**src/rtl/instr_fetch_unit_pkg.sv**
```systemverilog
// Shared fetch definitions: state encoding, next-PC select, default widths, halt sentinel.
// Latency: n/a (types and constants only).
// Backpressure: n/a.
package instr_fetch_unit_pkg;

  localparam int unsigned ADDR_W_DEF = 6;
  localparam int unsigned DATA_W_DEF = 32;
  localparam int unsigned CNT_W_DEF  = 16;

  // Decode compares against the same encoding to recognise end of program.
  localparam logic [31:0] HALT_INSTR_DEF = 32'hFFFF_FFFF;

  typedef enum logic [1:0] {
    BOOT = 2'd0,
    RUN  = 2'd1,
    HALT = 2'd2
  } fetch_state_e;

  typedef enum logic [1:0] {
    PC_HOLD   = 2'd0,
    PC_INC    = 2'd1,
    PC_BRANCH = 2'd2
  } pc_sel_e;

endpackage

```
**src/rtl/instr_fetch_unit_if.sv**
```systemverilog
// Fetch-stage bus: InstMem address/data, downstream stall/redirect, IF/ID outputs.
// Latency: n/a (wiring only).
// Backpressure: stall from decode holds the fetch stage.
// master: fetch unit side; slave: InstMem + decode side.
interface instr_fetch_unit_if
  import instr_fetch_unit_pkg::*;
#(
  parameter int unsigned ADDR_W = ADDR_W_DEF,
  parameter int unsigned DATA_W = DATA_W_DEF,
  parameter int unsigned CNT_W  = CNT_W_DEF
) ();

  logic [ADDR_W-1:0] imem_addr;
  logic [DATA_W-1:0] imem_data;
  logic              stall;
  logic              branch_taken;
  logic [ADDR_W-1:0] branch_target;
  logic              if_valid;
  logic [DATA_W-1:0] if_instr;
  logic [ADDR_W-1:0] if_pc;
  logic              halted;
  logic [CNT_W-1:0]  fetch_count;

  modport master (
    output imem_addr, if_valid, if_instr, if_pc, halted, fetch_count,
    input  imem_data, stall, branch_taken, branch_target
  );

  modport slave (
    input  imem_addr, if_valid, if_instr, if_pc, halted, fetch_count,
    output imem_data, stall, branch_taken, branch_target
  );

endinterface

```
**src/rtl/instr_fetch_unit_pc_reg.sv**
```systemverilog
// Program counter register with hold / increment / branch next-PC select.
// Latency: new PC visible one clock after the select is applied.
// Backpressure: PC_HOLD freezes the register; increment wraps modulo 2^ADDR_W.
// Ports: clk, rst_n, pc_sel, branch_target in; pc out.
module instr_fetch_unit_pc_reg
  import instr_fetch_unit_pkg::*;
#(
  parameter int unsigned       ADDR_W   = ADDR_W_DEF,
  parameter logic [ADDR_W-1:0] RESET_PC = '0
) (
  input  logic              clk,
  input  logic              rst_n,
  input  pc_sel_e           pc_sel,
  input  logic [ADDR_W-1:0] branch_target,
  output logic [ADDR_W-1:0] pc
);

  logic [ADDR_W-1:0] pc_q;
  logic [ADDR_W-1:0] pc_d;

  always_comb begin
    pc_d = pc_q;
    unique case (pc_sel)
      PC_HOLD:   pc_d = pc_q;
      // Natural overflow of the ADDR_W-bit add gives the 63 -> 0 wrap.
      PC_INC:    pc_d = pc_q + ADDR_W'(1);
      PC_BRANCH: pc_d = branch_target;
      default:   pc_d = pc_q;
    endcase
  end

  always_ff @(posedge clk or negedge rst_n) begin
    if (!rst_n) begin
      pc_q <= RESET_PC;
    end else begin
      pc_q <= pc_d;
    end
  end

  assign pc = pc_q;

endmodule

```
**src/rtl/instr_fetch_unit.sv**
```systemverilog
// Fetch stage: drives InstMem address from PC, captures read data into IF/ID register.
// Latency: 1 cycle address to if_valid; 1 bubble after reset release and after redirect.
// Backpressure: stall holds PC and IF/ID; branch overrides stall; sentinel halts fetch.
// Ports: clk, rst_n, bus (master): imem_addr/imem_data, stall, branch_*, if_*, halted, fetch_count.
module instr_fetch_unit
  import instr_fetch_unit_pkg::*;
#(
  parameter int unsigned       ADDR_W     = ADDR_W_DEF,
  parameter int unsigned       DATA_W     = DATA_W_DEF,
  parameter logic [ADDR_W-1:0] RESET_PC   = '0,
  parameter logic [DATA_W-1:0] HALT_INSTR = DATA_W'(HALT_INSTR_DEF),
  parameter int unsigned       CNT_W      = CNT_W_DEF
) (
  input logic               clk,
  input logic               rst_n,
  instr_fetch_unit_if.master bus
);

  fetch_state_e      state_q, state_d;
  logic              valid_q, valid_d;
  logic [DATA_W-1:0] instr_q, instr_d;
  logic [ADDR_W-1:0] if_pc_q, if_pc_d;
  logic              halted_q, halted_d;
  logic [CNT_W-1:0]  count_q, count_d;
  pc_sel_e           pc_sel;
  logic [ADDR_W-1:0] pc;

  instr_fetch_unit_pc_reg #(
    .ADDR_W   (ADDR_W),
    .RESET_PC (RESET_PC)
  ) u_pc_reg (
    .clk           (clk),
    .rst_n         (rst_n),
    .pc_sel        (pc_sel),
    .branch_target (bus.branch_target),
    .pc            (pc)
  );

  always_comb begin
    state_d  = state_q;
    valid_d  = valid_q;
    instr_d  = instr_q;
    if_pc_d  = if_pc_q;
    halted_d = halted_q;
    count_d  = count_q;
    pc_sel   = PC_HOLD;

    unique case (state_q)
      // Single bubble after reset; inputs are deliberately ignored here.
      BOOT: begin
        state_d = RUN;
        valid_d = 1'b0;
      end

      RUN: begin
        if (bus.branch_taken) begin
          // Squash the wrong-path word; IF/ID payload and counter are left alone.
          pc_sel  = PC_BRANCH;
          valid_d = 1'b0;
        end else if (!bus.stall) begin
          instr_d = bus.imem_data;
          if_pc_d = pc;
          valid_d = 1'b1;
          count_d = (&count_q) ? count_q : count_q + CNT_W'(1);
          if (bus.imem_data == HALT_INSTR) begin
            // Sentinel is delivered once; PC parks on it.
            state_d  = HALT;
            halted_d = 1'b1;
          end else begin
            pc_sel = PC_INC;
          end
        end
      end

      HALT: begin
        if (bus.branch_taken) begin
          pc_sel   = PC_BRANCH;
          state_d  = RUN;
          halted_d = 1'b0;
          valid_d  = 1'b0;
        end else if (!bus.stall) begin
          // Once decode accepts the sentinel, nothing more is presented.
          valid_d = 1'b0;
        end
      end

      default: begin
        state_d = BOOT;
        valid_d = 1'b0;
      end
    endcase
  end

  always_ff @(posedge clk or negedge rst_n) begin
    if (!rst_n) begin
      state_q  <= BOOT;
      valid_q  <= 1'b0;
      instr_q  <= '0;
      if_pc_q  <= '0;
      halted_q <= 1'b0;
      count_q  <= '0;
    end else begin
      state_q  <= state_d;
      valid_q  <= valid_d;
      instr_q  <= instr_d;
      if_pc_q  <= if_pc_d;
      halted_q <= halted_d;
      count_q  <= count_d;
    end
  end

  assign bus.imem_addr   = pc;
  assign bus.if_valid    = valid_q;
  assign bus.if_instr    = instr_q;
  assign bus.if_pc       = if_pc_q;
  assign bus.halted      = halted_q;
  assign bus.fetch_count = count_q;

endmodule

```
**src/flat_wrapper.sv**
```systemverilog
// flat-port wrapper written by rule: the top's interface ports become plain ports
module instr_fetch_unit_flat import instr_fetch_unit_pkg::*;
#(
  parameter int unsigned       ADDR_W     = ADDR_W_DEF,
  parameter int unsigned       DATA_W     = DATA_W_DEF,
  parameter logic [ADDR_W-1:0] RESET_PC   = '0,
  parameter logic [DATA_W-1:0] HALT_INSTR = DATA_W'(HALT_INSTR_DEF),
  parameter int unsigned       CNT_W      = CNT_W_DEF
)
  (clk, rst_n, bus_imem_addr, bus_if_valid, bus_if_instr, bus_if_pc, bus_halted, bus_fetch_count, bus_imem_data, bus_stall, bus_branch_taken, bus_branch_target);
  instr_fetch_unit_if #(.ADDR_W(ADDR_W), .DATA_W(DATA_W), .CNT_W(CNT_W)) bus_i ();
  input logic clk;
  input logic rst_n;
  output wire logic [$bits(bus_i.imem_addr)-1:0] bus_imem_addr;
  output wire logic [$bits(bus_i.if_valid)-1:0] bus_if_valid;
  output wire logic [$bits(bus_i.if_instr)-1:0] bus_if_instr;
  output wire logic [$bits(bus_i.if_pc)-1:0] bus_if_pc;
  output wire logic [$bits(bus_i.halted)-1:0] bus_halted;
  output wire logic [$bits(bus_i.fetch_count)-1:0] bus_fetch_count;
  input wire logic [$bits(bus_i.imem_data)-1:0] bus_imem_data;
  input wire logic [$bits(bus_i.stall)-1:0] bus_stall;
  input wire logic [$bits(bus_i.branch_taken)-1:0] bus_branch_taken;
  input wire logic [$bits(bus_i.branch_target)-1:0] bus_branch_target;
  assign bus_imem_addr = bus_i.imem_addr;
  assign bus_if_valid = bus_i.if_valid;
  assign bus_if_instr = bus_i.if_instr;
  assign bus_if_pc = bus_i.if_pc;
  assign bus_halted = bus_i.halted;
  assign bus_fetch_count = bus_i.fetch_count;
  assign bus_i.imem_data = bus_imem_data;
  assign bus_i.stall = bus_stall;
  assign bus_i.branch_taken = bus_branch_taken;
  assign bus_i.branch_target = bus_branch_target;
  instr_fetch_unit #(.ADDR_W(ADDR_W), .DATA_W(DATA_W), .RESET_PC(RESET_PC), .HALT_INSTR(HALT_INSTR), .CNT_W(CNT_W)) u_core (.clk(clk), .rst_n(rst_n), .bus(bus_i));
endmodule
```
**config.mk**
```make
export PLATFORM = sky130hd
export DESIGN_NAME = instr_fetch_unit_flat
export DESIGN_NICKNAME = d
export VERILOG_FILES = /design/src/rtl/instr_fetch_unit_pkg.sv /design/src/rtl/instr_fetch_unit_if.sv /design/src/rtl/instr_fetch_unit_pc_reg.sv /design/src/rtl/instr_fetch_unit.sv /design/src/flat_wrapper.sv
export SDC_FILE = /design/constraint.sdc
export NUM_CORES = 1
export LEC_CHECK = 0
export ABC_AREA = 0
export BUFFER_PORTS_ARGS = -buffer_cell sky130_fd_sc_hd__buf_2
export CAP_MARGIN = 20
export CORE_ASPECT_RATIO = 1.25
export CORE_MARGIN = 1
export CORE_UTILIZATION = 53
export CTS_CLUSTER_SIZE = 40
export DETAILED_ROUTE_END_ITERATION = 10
export GPL_TIMING_DRIVEN = 0
export PLACE_DENSITY = 0.9
export RECOVER_POWER = 50
export SYNTH_ARGS = -nofsm -noshare
export SYNTH_HDL_FRONTEND = slang
export SYNTH_SLANG_ARGS = --single-unit
```
**constraint.sdc**
```tcl
create_clock -name clk -period 5.42 [get_ports clk]
set_input_delay 0.271 -clock clk [delete_from_list [all_inputs] [get_ports clk]]
set_output_delay 0.271 -clock clk [all_outputs]
set_load 0.01 [all_outputs]
```
==> results by group <==
STA
  – Max Slew Vio Count: 40
  – Setup violators final: 0
  – RSZ-0062 raised after global routing: no
  – Tcrit/Tclk final: 0.604
  – Worst Max-Slew Pin Slew: 2.03 ns
  – Final hold vios: 0
  – Final min period: 3.27 ns
  – Skew final: 0.00481 ns
  – Max-slew headroom at the worst pin: -0.354
  – FMAX: 306 MHz
  – Setup TNS: 0 ns

Final layout
  – Multi-input logic area: 1170 um^2
  – Ant. Diodes: 0
  – Fillers: 434
  – Layout area overhead: 25.7%
  – Layout Nets: 465
  – Layout cell share with drive strength beyond 1: 0.185
  – Register area: 1600 um^2
  – Final Non-Filler Cells: 484

Logic synthesis
  – Top cell type by total area after synthesis: dfrtp_1
  – Syn nets: 349
  – Post-synthesis sequential area ratio: 0.566
  – Area of the mapped netlist: 2830 um^2
  – Yosys warnings: 0
  – Synth top area share: 0.566
  – Synth cell types: 37
  – Synth Register Bits: 64
  – Cell count after synthesis: 301
  – Most area-consuming cells after synthesis: dfrtp_1, nand2_1, xnor2_1
  – Synth Area per Inst: 9.40 um^2

Critical path
  – Worst Path Buf+Inv: 3
  – CP max stage cell: clkbuf_1
  – CP top delay family: buffers and inverters
  – CP dominant cell by count: clkbuf_1
  – Crit Path Max Fanout: 39
  – CP endpoint kind: asynchronous set/reset pin
  – Crit-path max cell delay: 1.53 ns
  – WP data required: 5.45 ns
  – CP arrival: 3.31 ns
  – Crit Path Class: primary input to asynchronous set/reset pin
  – Setup crit start kind: primary input
  – Crit-path cells: dlygate4sd3_1 -> clkbuf_1 -> clkbuf_1

GRT
  – First-pass GRT wire length: 10800 um
  – Largest net degree at the start of global routing: 40
  – Initial antenna violation count: 0
  – Vias in the first global route: 2428
  – Total gr overflow: 0
  – GRT Util Overall: 0.254

Outcome
  – Status: complete, but fails checks
  – Violated checks: capacitance limit, slew limit

Clock network
  – Clock transition at path regs: 0.07 ns
  – Postcts setup bufs: 0
  – Clk sinks: 64
  – Clock Latency Late Sink: 0.33 ns
  – Post_cts resized: 0
  – CTS buffer count: 9
  – H-tree lvl count: 3
  – CTS tree: done
  – Longest Clk Path Bufs: 2
  – Root buffer cell: clkbuf_8

Die
  – Initial Utilization: 0.553
  – Width of the die: 67.3 um
  – CORE AREA: 5120 um^2
  – Die area: 5640 um^2
  – I/O pin total: 104
  – Row cnt: 29
  – Die height: 83.7 um

Detailed routing
  – Initial DRC count: 143
  – DRC violations left: 0
  – Wirelength per Cell: 13.6 um
  – ANT nets after route: 0
  – Via count: 2547
  – Routed WL: 6580 um
  – TritonRoute pass-1 iters: 4
  – Via density: 5.26

Pwr
  – Pwr/cell area: 361 nW/um^2
  – Peak VDD IR: 216 uV
  – Leak: 1.78 nW

Job
  – Max Cap Viol: 1

Place
  – GPL Wtd Cong: 0.836
  – Dpl hpwl: 4900 um
  – Inst Count DP: 467
  – Number of port buffers: 103

Worst hold path
  – Worst Hold Class: primary input to flip-flop
worst paths after layout:
kind,from,end,slack (ns),cells after the start
worst max-delay path,rst_n,u_core.u_pc_reg.pc[0]$_DFFE_PN0P_,2.15,3
worst min-delay path,bus_imem_data[15],u_core.bus.if_instr[15]$_DFFE_PN0P_,0.14,3
worst max register to register,u_core.state_q[1]$_DFFE_PN0P_,u_core.u_pc_reg.pc[5]$_DFFE_PN0P_,2.50,10
worst min register to register,u_core.bus.if_instr[15]$_DFFE_PN0P_,u_core.bus.if_instr[15]$_DFFE_PN0P_,0.47,2
max in group clk,u_core.state_q[1]$_DFFE_PN0P_,u_core.u_pc_reg.pc[5]$_DFFE_PN0P_,2.50,10
min in group asynchronous,rst_n,u_core.bus.if_instr[9]$_DFFE_PN0P_,0.76,2
cells in the mapped netlist, drive strengths merged:
cell type	count
nand3	10
a41oi	1
a21oi	8
nand4	11
o211a	1
clkbuf	9
nor4	2
and4	3
a31oi	5
and3	3
nor2b	2
mux2	2
dfrtp	64
ha	6
nor2	5
mux2i	2
or2	1
xnor2	11
nand2	125
o21a	1
and2	1
or3b	1
nor3	5
nor3b	2
inv	3
o31ai	1
a211oi	1
buf	2
xor2	2
o21ai	11
repair_timing:
action,CTS,global route
hold endpoints to repair,25,0
hold buffers,1,0
setup endpoints to repair,0,0
metal layers:
metal | track usage | vias up | part of all wire
li1 | - | 1236 | -
met1 | 0.311 | 1212 | 0.41
met2 | 0.416 | 86 | 0.52
met3 | 0.0669 | 13 | 0.056
met4 | 0.103 | 0 | 0.022
met5 | 0 | - | 0
final cells by class:
class                   count  area share
clock inverters             3     0.00422
clock buffers              13      0.0475
well taps                  62      0.0218
plain buffers              11      0.0120
repair buffers            105       0.131
flip-flops and latches     64       0.450
multi-input cells         223       0.330
inverters                   3     0.00317
layout by cell type, fill, tap and decap left out, types with 3 or more instances in the layout:
master / n
a21oi_1: 8
a31oi_1: 4
and4_1: 3
buf_2: 53
clkbuf_1: 62
clkbuf_8: 12
clkinv_2: 3
dfrtp_1: 64
ha_1: 6
inv_1: 3
nand2_1: 125
nand3_1: 9
nand4_1: 11
nor2_1: 5
nor3_1: 4
o21ai_0: 11
xnor2_1: 11
state kept, by name, summed over array words and instances, names as in the netlist:
name,cells
u_core.bus.if_valid,1
u_core.bus.halted,1
u_core.bus.fetch_count,16
u_core.state_q,2
u_core.u_pc_reg.pc,6
u_core.bus.if_pc,6
u_core.bus.if_instr,32
stage by stage:
stage	util	instance area (um^2)	worst slack [ns]	hold slack [ns]	power [mW]
6_report	0.695	3560	2.15	0.145	1.28
5_1_grt	0.695	3560	1.41	0.136	1.36
4_1_cts	0.711	3640	2.51	0.128	1.31
3_5_place_dp	0.673	3440	2.50	0.306	0.937
3_3_place_gp	0.669	3420	2.62	0.454	0.920
2_1_floorplan	-	2830	3.06	-0.0246	0.787
worst reg2reg max path, delay by kind of cell (launching register included):
family	cells	cell delay (ns)
AO/OA/AOI/OAI	2	0.20
adder cells (fa/ha/maj)	2	0.65
flip-flops	1	0.39
buffers and inverters	3	0.81
AND/OR/NAND/NOR	3	0.72
logic make-up after synthesis:
group | share of synthesized area
adders and majority gates | 0.0265
buffers and inverters | 0.0190
AOI/OAI and AO/OA | 0.0615
xor gates and xnor gates | 0.0402
DFF | 0.566
muxes | 0.0150
and+or+nand+nor | 0.272
power breakdown:
part | switching, mW | internal [mW]
Clock | 0.168 | 0.201
Combinational | 0.162 | 0.111
Sequential | 0.0823 | 0.559
Total | 0.413 | 0.871
No activity file was read; power rests on OpenSTA's default activity.
